==> config.mk <==
export PLATFORM = sky130hd
export DESIGN_NAME = gene_net_analyzer
export DESIGN_NICKNAME = d
export VERILOG_FILES = /design/src/rtl/gene_net_analyzer.sv
export SDC_FILE = /design/constraint.sdc
export NUM_CORES = 1
export LEC_CHECK = 0
export CORE_ASPECT_RATIO = 2
export CORE_MARGIN = 1.5
export CORE_UTILIZATION = 53
export CTS_BUF_LIST = sky130_fd_sc_hd__clkbuf_16
export DETAILED_ROUTE_END_ITERATION = 7
export GPL_ROUTABILITY_DRIVEN = 0
export GPL_TIMING_DRIVEN = 0
export PLACE_DENSITY = 0.73
export SLEW_MARGIN = 10
export SYNTH_ARGS = -nofsm -noshare
export SYNTH_HDL_FRONTEND = slang
export SYNTH_SLANG_ARGS = --single-unit
==> constraint.sdc <==
create_clock -name clk -period 1.8 [get_ports clk]
set_input_delay 0.27 -clock clk [delete_from_list [all_inputs] [get_ports clk]]
set_output_delay 0.27 -clock clk [all_outputs]
set_load 0.01 [all_outputs]
==> src/rtl/gene_net_analyzer.sv <==
// 8-gene synchronous Boolean network stepper with sticky attractor flags.
// A one-bit-per-state history bitmap distinguishes cycle re-entry from fixed points.
module gene_net_analyzer (
    input  logic       clk,
    input  logic       rst,
    input  logic [7:0] init_val,
    output logic [7:0] x,
    output logic       fixed,
    output logic       cycle
);

    logic [7:0]   x_q, x_d;
    logic [7:0]   n;
    logic [255:0] visited_q, visited_d;
    logic         fixed_q, fixed_d;
    logic         cycle_q, cycle_d;

    // Regulatory rules; every target reads the pre-edge state.
    always_comb begin
        n    = '0;
        n[0] = x_q[1] & x_q[2];
        n[1] = x_q[0] | x_q[3];
        n[2] = ~x_q[4];
        n[3] = x_q[2] & x_q[5];
        n[4] = x_q[6] ^ x_q[7];
        n[5] = x_q[0] | x_q[4];
        n[6] = x_q[5] & ~x_q[3];
        n[7] = x_q[7];
    end

    // A self-mapping state is a fixed point and never counts as a revisit,
    // so the cycle test is only reached when n differs from x.
    always_comb begin
        visited_d       = visited_q;
        visited_d[x_q]  = 1'b1;
        x_d             = n;
        fixed_d         = fixed_q;
        cycle_d         = cycle_q;
        if (n == x_q) begin
            fixed_d = 1'b1;
        end else if (visited_q[n]) begin
            cycle_d = 1'b1;
        end
    end

    always_ff @(posedge clk) begin
        if (rst) begin
            x_q       <= init_val;
            visited_q <= '0;
            fixed_q   <= 1'b0;
            cycle_q   <= 1'b0;
        end else begin
            x_q       <= x_d;
            visited_q <= visited_d;
            fixed_q   <= fixed_d;
            cycle_q   <= cycle_d;
        end
    end

    assign x     = x_q;
    assign fixed = fixed_q;
    assign cycle = cycle_q;

endmodule

Word level (Yosys, flattened, before mapping) --
Cells that the tools add are included.
Storage, ports and cells: flip-flop bits (word level) 266, bits in latches 0, bits in writable memories 0, ROM bits 0, input port bits 10, logic and storage cells 26, memories 0
Operators by class: add/subtract/negate cells 0, multiply operators 0, divide/modulo/power cells 0, $lt $le $gt $ge 3, equal/unequal tests 1, shifts and indexed selects 0, multiplexer cells 5, bitwise operators 10, reductions and logical operators 2
Operator list (count):
- $or 256x256->256 | 1
- $lt 8x9->1 const B | 2
- $bmux 1 s8 | 1
- $demux 1 s8 | 1
- $ge 8x1->1 const B | 1
- $eq 7x7->1 | 1
- $mux 7 | 1
- $and 1x1->1 | 3
- $not 1->1 | 3
- $mux 1 | 2
- $or 1x1->1 | 2
- $reduce_and 2->1 | 1
- $logic_and 1x1->1 | 1
- $xor 1x1->1 | 1

Longest topological paths before layout --
Gate-level depths: netlist of the first run.
depth in word-level cells 5, gate-level depth with buffers 9, depth with buffers taken out 9

Worst setup path before layout of the first run --
OpenSTA, ideal clock, no wires.
kind register to register, start point register x_q[2], in the netlist x[2], end point register cycle_q, in the netlist cycle, setup time 0.133 ns, arrival 1.928 ns, data required time 1.667 ns, setup slack -0.262 ns, cell stages (with the launch flop) 9, path buffers 1, path through dfxtp_1 -> and2_4 -> buf_6 -> mux4_2 -> a311oi_1 -> nand3_1 -> a21oi_1 -> a311o_1 -> o311ai_1
On the way: longest elaborated chain between the ends 4, elaborated cells between the ends (all ways) 7
RTL lines:
- from (decl) | RTL line 12 | logic [7:0] x_q, x_d;
- from (signal assigned) | RTL line 48 | x_q <= init_val;
- $and 1x1->1, on equally long branches | RTL line 21, 24
- $bmux 1 s8 / $eq 7x7->1 (equally long branches) | RTL line 41, 39
- $mux 1 (not written as such) / $not 1->1 (equally long branches)
- $reduce_and 2->1 (no source line) (*)
- to (signal assigned) | RTL line 56 | cycle_q <= cycle_d;
- to (decl) | RTL line 16 | logic cycle_q, cycle_d;
Every way passes the cells marked *; elsewhere a longest branch is shown, timed or not. The select of a mux whose other input is x is not followed. A chain may end at the register's enable or synchronous reset.

Worst setup path after layout of the first run --
start point register x_q[5], in the netlist x[5], end point register cycle_q, in the netlist cycle
On the way: longest elaborated chain between the ends 4, elaborated cells between the ends (all ways) 7
RTL lines (RTL line):
- $and 1x1->1, on equally long branches | 24, 27
- $bmux 1 s8 / $eq 7x7->1 (equally long branches) | 41, 39
- $mux 1 (not written as such) / $not 1->1 (equally long branches)
- $reduce_and 2->1 (no source line) (*)
Marked as above.

==> reports/results.txt, run 1 <==
Tcrit/Tclk final: 127%
CTS Sinks: 182
Vias per inst: 6.10
Total GRT Usage: 34.0%
Io pins: 20
Most frequent cell after synthesis: nor2_1
Final Max Slew Viols: 0
Critical R2R Capture: cycle
Max clock buf depth: 2
Crit. End Element: flop
Port bufs: 19
CP Launch Type: flop
Clock period minus worst slack: 2.29 ns
Synth top area share: 48.6%
Fraction of layout cells with a size suffix above 1: 21.3%
Max_cap viols: 0
Relative slew margins: 51.9%
Worst-Skew Late Latency: 0.44 ns
Full die area: 0.0148 sq mm
Yosys warnings: 0
Beginning of the critical path: x[5]
Setup WS pre-CTS: -0.913 ns
Initial antenna violation count: 0
GRT overflow: 0
Setup slack, reg-to-reg: -0.49 ns
First-pass GRT wire length: 36300 um
Hold Slack: 0.380 ns
Fmax: 436 MHz
Number of synthesized flops with an enable pin: 1
Synth async-reset ratio: 0%
Register area share after synthesis: 49.0%
Synth Flop Type: dfxtp_1
WL final: 24000 um
P_leak: 0.00332 uW
Violated checks: setup timing
Residual DRC count: 0
Worst clock skew: 0.0112 ns
Hold Vio Cnt, Final: 0
WL/cell: 21.8 um
Worst path required time: 2.15 ns
Worst reg2reg path depth: 8
Mapped Area: 0.00745 sq mm
Nets: 915
Clock slew at reported path FFs: 0.07 ns
CTS Buf Count: 17
Critical path fanouts, max: 10
CTS tree: done
VDD IR-drop max: 709 uV
Site Rows: 61
H-tree levels: 4
Syn avg cell area: 8.78 sq um
Post-route ant nets: 0
Chip height: 171 um
Seq cells post-synth: 182
Pwr dens: 1020 mW/mm^2
Final WS setup: -0.493 ns
Commonest cells in the netlist: nor2_1 (198), dfxtp_1 (181), a21oi_1 (177), clkbuf_1 (87), mux4_2 (37)
Data arrival, critical path: 2.64 ns
Initial Util: 54.0%
Vias in the first global route: 6406
RR Startpoint: x[5]
Die span in x: 86.9 um
Outcome: complete, but fails checks
End point of the critical path: cycle
Total core area: 0.0138 sq mm
DP Area: 0.00791 sq mm
DP Wirelength: 16800 um
Final instance area: 0.00894 sq mm
Hold-fix buffers, CTS: 0
CTS root buf: clkbuf_16
Vias: 6724
RSZ-0062 raised after global routing: true
Post-synthesis cell type count: 45
Pin count of the biggest net entering global routing: 18
Actual slew at the worst max-slew pin: 0.721 ns
Ant diodes: 0
Setup TNS: -2.78 ns
Gate Count Post-Synth: 849
DRT Pass-1 Iters: 7
Syn_nets: 863
Area leader, netlist: dfxtp_1
Hold Path Class: in -> reg
Setup violation total in the final timing report: 39
Synth top area cells: dfxtp_1 (49%), a21oi_1 (12%), mux4_2 (11%), nor2_1 (10%), clkbuf_1 (4.4%)
Critical path class: reg -> reg
Area Overhead vs Synth: 19.9%
Drt initial violations: 753
## final cells by class
type | instances | area (sq um)
Clock inverter | 15 | 123
Timing Repair Buffer | 40 | 347
Inverter | 5 | 18.8
Buffer | 94 | 527
Clock buffer | 17 | 425
Multi-Input combinational cell | 561 | 3600
Tap cell | 189 | 236
Sequential cell | 182 | 3660
Fill cell | 1134 | 4880
## flip-flops by register name, summed over array words and instances (netlist names)
register   cells
visited_q    172
x              8
cycle          1
fixed          1
## cells in the final DEF (no fill, tap or decap), drive strengths merged, types with 6 or more instances in the layout
| cell | n |
|---|---|
| and2 | 16 |
| nand2 | 37 |
| o21ai | 11 |
| a21oi | 177 |
| nor2 | 198 |
| buf | 39 |
| clkbuf | 93 |
| and3 | 6 |
| dfxtp | 181 |
| inv | 11 |
| mux4 | 37 |
| clkdlybuf4s50 | 18 |
| nor3 | 15 |
| nand3 | 9 |
## power breakdown
group	internal (uW)	switching (uW)	leakage, uW
Combinational	508	919	0.00159
Sequential	4090	56.5	0.00147
Clock	1800	1700	0.000258
## logic make-up after synthesis
group           after synthesis  share of synthesized area [%]
compound gates              212                           15.2
fa+ha+maj                     4                          0.671
buf+inv                     106                           5.94
flops                       182                           49.0
mux                          43                           12.1
simple gates                302                           17.1
## stage by stage
stage               cells  util (%)  total power, uW
floorplan             849         -             4970
detailed placement   1057      57.2             5400
global placement     1057      57.2             5400
global route         1103      64.7             9330
finish               1103      64.7             9070
CTS                  1095      63.1             8950
## critical path, cell delays in order, from the launching register on
cell and delay, ns:
dfxtp_1 0.43, buf_2 0.29, and2_1 0.20, clkbuf_2 0.26, o21ai_0 0.16, a221oi_1 0.31
o21ai_1 0.11, a311o_1 0.37, o311ai_1 0.08
## layer usage
metal  global-route usage (%)  part of all wire (%)  vias to the layer above
li1                         -                     -                     3013
met1                     34.2                    33                     3183
met2                     55.2                    49                      371
met3                     10.9                   7.9                      157
met4                     29.7                   9.9                        0
met5                        0                     0                        -
## timing repair
action | in CTS | in global routing
pin swaps | 7 | 7
setup endpoints to repair | 170 | 145
resized for setup | 74 | 65
setup buffers | 8 | 13
## worst min-delay path by stage
stage	start	endpoint	slack [ns]	cells after the start
after floorplan	init_val[7]	x[7]	0.37	0
after global placement	visited_q[133]	visited_q[133]	0.44	2
after detailed placement	visited_q[98]	visited_q[98]	0.45	2
after CTS	init_val[7]	x[7]	0.37	1
after global routing	init_val[7]	x[7]	0.37	1
final	init_val[7]	x[7]	0.38	1
Power figures use the tool's default switching activity.
==> run 2: changes to the inputs <==
--- a/config.mk
+++ b/config.mk
@@ -17,3 +17,4 @@
 export SYNTH_ARGS = -nofsm -noshare
 export SYNTH_HDL_FRONTEND = slang
 export SYNTH_SLANG_ARGS = --single-unit
+export TNS_END_PERCENT = 50
==> run 2 against run 1 <==
  * The flow still finishes with violations (setup timing)
  * Largest cell class unchanged
  * Die area unchanged
  * Wire length decreased by 0.25%
  * Combinational power about the same
  * Critical path depth unchanged
  * Final cell count about the same
  * Clock skew decreased by 0.00073 ns
  * Via count about the same
  * Sequential cell count unchanged
  * First-iteration DRC count decreased by 4.2%
  * Utilization increased by 0.41 points
  * Worst setup slack improved by 0.017 ns
  * Hold slack got worse by 0.0028 ns
==> reports/results.txt, run 2 (synthesized netlist as in run 1, its figures left out) <==
Hold Vio Cnt, Final: 0
Area Overhead vs Synth: 20.6%
Setup violation total in the final timing report: 31
Cell Int Power: 6420 uW
WL final: 24000 um
Reg power frac: 45.5%
Setup TNS: -1.59 ns
Hold path depth: 1
Hold Slack: 0.377 ns
Final Max Slew Viols: 0
Vias in the first global route: 6418
Nets: 916
Beginning of the critical path: x[5]
Hold Path Class: in -> reg
GR Util met3: 10.1%
Tcrit/Tclk final: 126%
Total core area: 0.0138 sq mm
Clock group share of total power: 38.5%
Max_cap viols: 0
Post-route ant nets: 0
Crit. End Element: flop
Hold-fix buffers, CTS: 0
Fraction of layout cells with a size suffix above 1: 21.4%
Final instance area: 0.00899 sq mm
Chip height: 171 um
Commonest non-fill, non-tap cells in the layout: nor2_1 (186), dfxtp_1 (176), a21oi_1 (174), clkbuf_1 (42), mux4_2 (37)
CTS Sinks: 182
Clock slew at reported path FFs: 0.07 ns
Vias per inst: 6.09
Max clock buf depth: 2
Critical path fanouts, max: 10
Drt initial violations: 721
Grt peak-use layer: met2
Critical-path cell list: buf_2 > nor2b_2 > nor3_1 > a31oi_1 > a21oi_2 > or3_1 > a311o_1 > o311ai_1
Violated checks: setup timing
RSZ-0062 raised after global routing: true
Setup slack, reg-to-reg: -0.48 ns
Io pins: 20
Vias: 6721
DP Area: 0.00791 sq mm
Net Switching: 2700 uW
Outcome: complete, but fails checks
Pwr dens: 1010 mW/mm^2
Most common cell after layout, fill and taps aside: nor2_1
Worst-Skew Late Latency: 0.44 ns
Min-Delay Endpoint: x[7]
Fmax: 439 MHz
Top reg by flops: visited_q
Pin count of the biggest net entering global routing: 18
Worst path required time: 2.15 ns
CP Launch Type: flop
Critical R2R Capture: cycle
Full die area: 0.0148 sq mm
Site Rows: 61
VDD IR-drop max: 669 uV
Sw Share: 29.6%
Die span in x: 86.9 um
DP Wirelength: 16800 um
Final WS setup: -0.476 ns
Met1 Use GR: 33.9%
Clock period minus worst slack: 2.28 ns
Actual slew at the worst max-slew pin: 0.646 ns
Critical path class: reg -> reg
GRT overflow: 0
P_leak: 0.00334 uW
H-tree levels: 4
Initial Util: 54.0%
Initial antenna violation count: 1
CTS tree: done
Worst clock skew: 0.0105 ns
Combinational power share: 16.0%
Relative slew margins: 56.9%
DRT Pass-1 Iters: 6
HP Start: init_val[7]
Port bufs: 19
Data arrival, critical path: 2.63 ns
WL/cell: 21.7 um
Ant diodes: 0
Max FFs per register: 172
CP peak stage delay: 0.43 ns
Worst reg2reg path depth: 8
CTS root buf: clkbuf_16
CP max stage cell: dfxtp_1
Grt met2 use: 55.1%
Residual DRC count: 0
First-pass GRT wire length: 36200 um
CTS Buf Count: 17
Total GRT Usage: 33.8%
RR Startpoint: x[5]
[run 2: cell types whose count changed in the layout (fill, tap and decap cells not counted), moves of 2 or more]
cell	previous run	this run
buf_6	2	4
nand2_1	34	32
clkbuf_2	23	20
buf_8	1	3
nor2_2	5	3
[run 2: through the flow]
stage | instances | util, % | worst slack [ns] | power [uW]
floorplan | 849 | - | -0.152 | 4970
global placement | 1057 | 57.2 | -0.848 | 5400
detailed placement | 1057 | 57.2 | -0.913 | 5400
CTS | 1095 | 63.0 | -0.392 | 8940
global route | 1104 | 65.1 | -0.603 | 9360
finish | 1104 | 65.1 | -0.476 | 9110
[run 2: routing by layer]
metal  part of all wire (%)  routed length [um]
met1                     33                8020
met2                     49               11900
met3                    7.5                1800
met4                    9.5                2280
met5                  0.046                  11
[run 2: timing repair]
| item | in CTS | in global routing |
|---|---|---|
| pin swaps | 7 | 9 |
| endpoints found under the setup margin | 170 | 144 |
| endpoints found under the hold margin | 0 | 0 |
| resized for setup | 71 | 79 |
| buffers inserted | 8 | 14 |
[run 2: worst max-delay path by stage]
stage | slack, ns | to | depth (start not counted)
after CTS | -0.39 | cycle | 8
after global placement | -0.85 | visited_q[204] | 6
after floorplan | -0.15 | cycle | 7
final | -0.48 | cycle | 8
after global routing | -0.60 | cycle | 8
after detailed placement | -0.91 | visited_q[92] | 6
[run 2: critical path, delay by kind of cell, from the launching register on]
family                 cells  cell delay [ns]
and+or+nand+nor            3             0.79
AOI/OAI and AO/OA          4             0.70
DFF                        1             0.43
buffers and inverters      1             0.28
[run 2: layout make-up]
class,count,area (sq um)
well taps,189,236
plain buffers,94,529
clock buffers,17,425
clock inverters,15,123
flip-flops and latches,182,3660
multi-input cells,561,3630
repair buffers,41,367
fillers,1123,4820
inverters,5,18.8
[run 2: power groups by stage]
stage / combinational, uW / clock (uW) / sequential (uW)
6_report: 1450 / 3510 / 4150
5_1_grt: 1520 / 3690 / 4150
2_1_floorplan: 736 / 0 / 4230
3_3_place_gp: 1170 / 0 / 4230
3_5_place_dp: 1170 / 0 / 4230
4_1_cts: 1280 / 3510 / 4140
==> run 3: changes to the inputs <==
--- a/config.mk
+++ b/config.mk
@@ -9,11 +9,11 @@
 export CORE_MARGIN = 1.5
 export CORE_UTILIZATION = 53
 export CTS_BUF_LIST = sky130_fd_sc_hd__clkbuf_16
+export CTS_CLUSTER_SIZE = 12
 export DETAILED_ROUTE_END_ITERATION = 7
 export GPL_ROUTABILITY_DRIVEN = 0
 export GPL_TIMING_DRIVEN = 0
 export PLACE_DENSITY = 0.73
-export SLEW_MARGIN = 10
 export SYNTH_ARGS = -nofsm -noshare
 export SYNTH_HDL_FRONTEND = slang
 export SYNTH_SLANG_ARGS = --single-unit
==> results of run 3 <==
The final DEF is identical to that of run 2; final timing and power are the same.
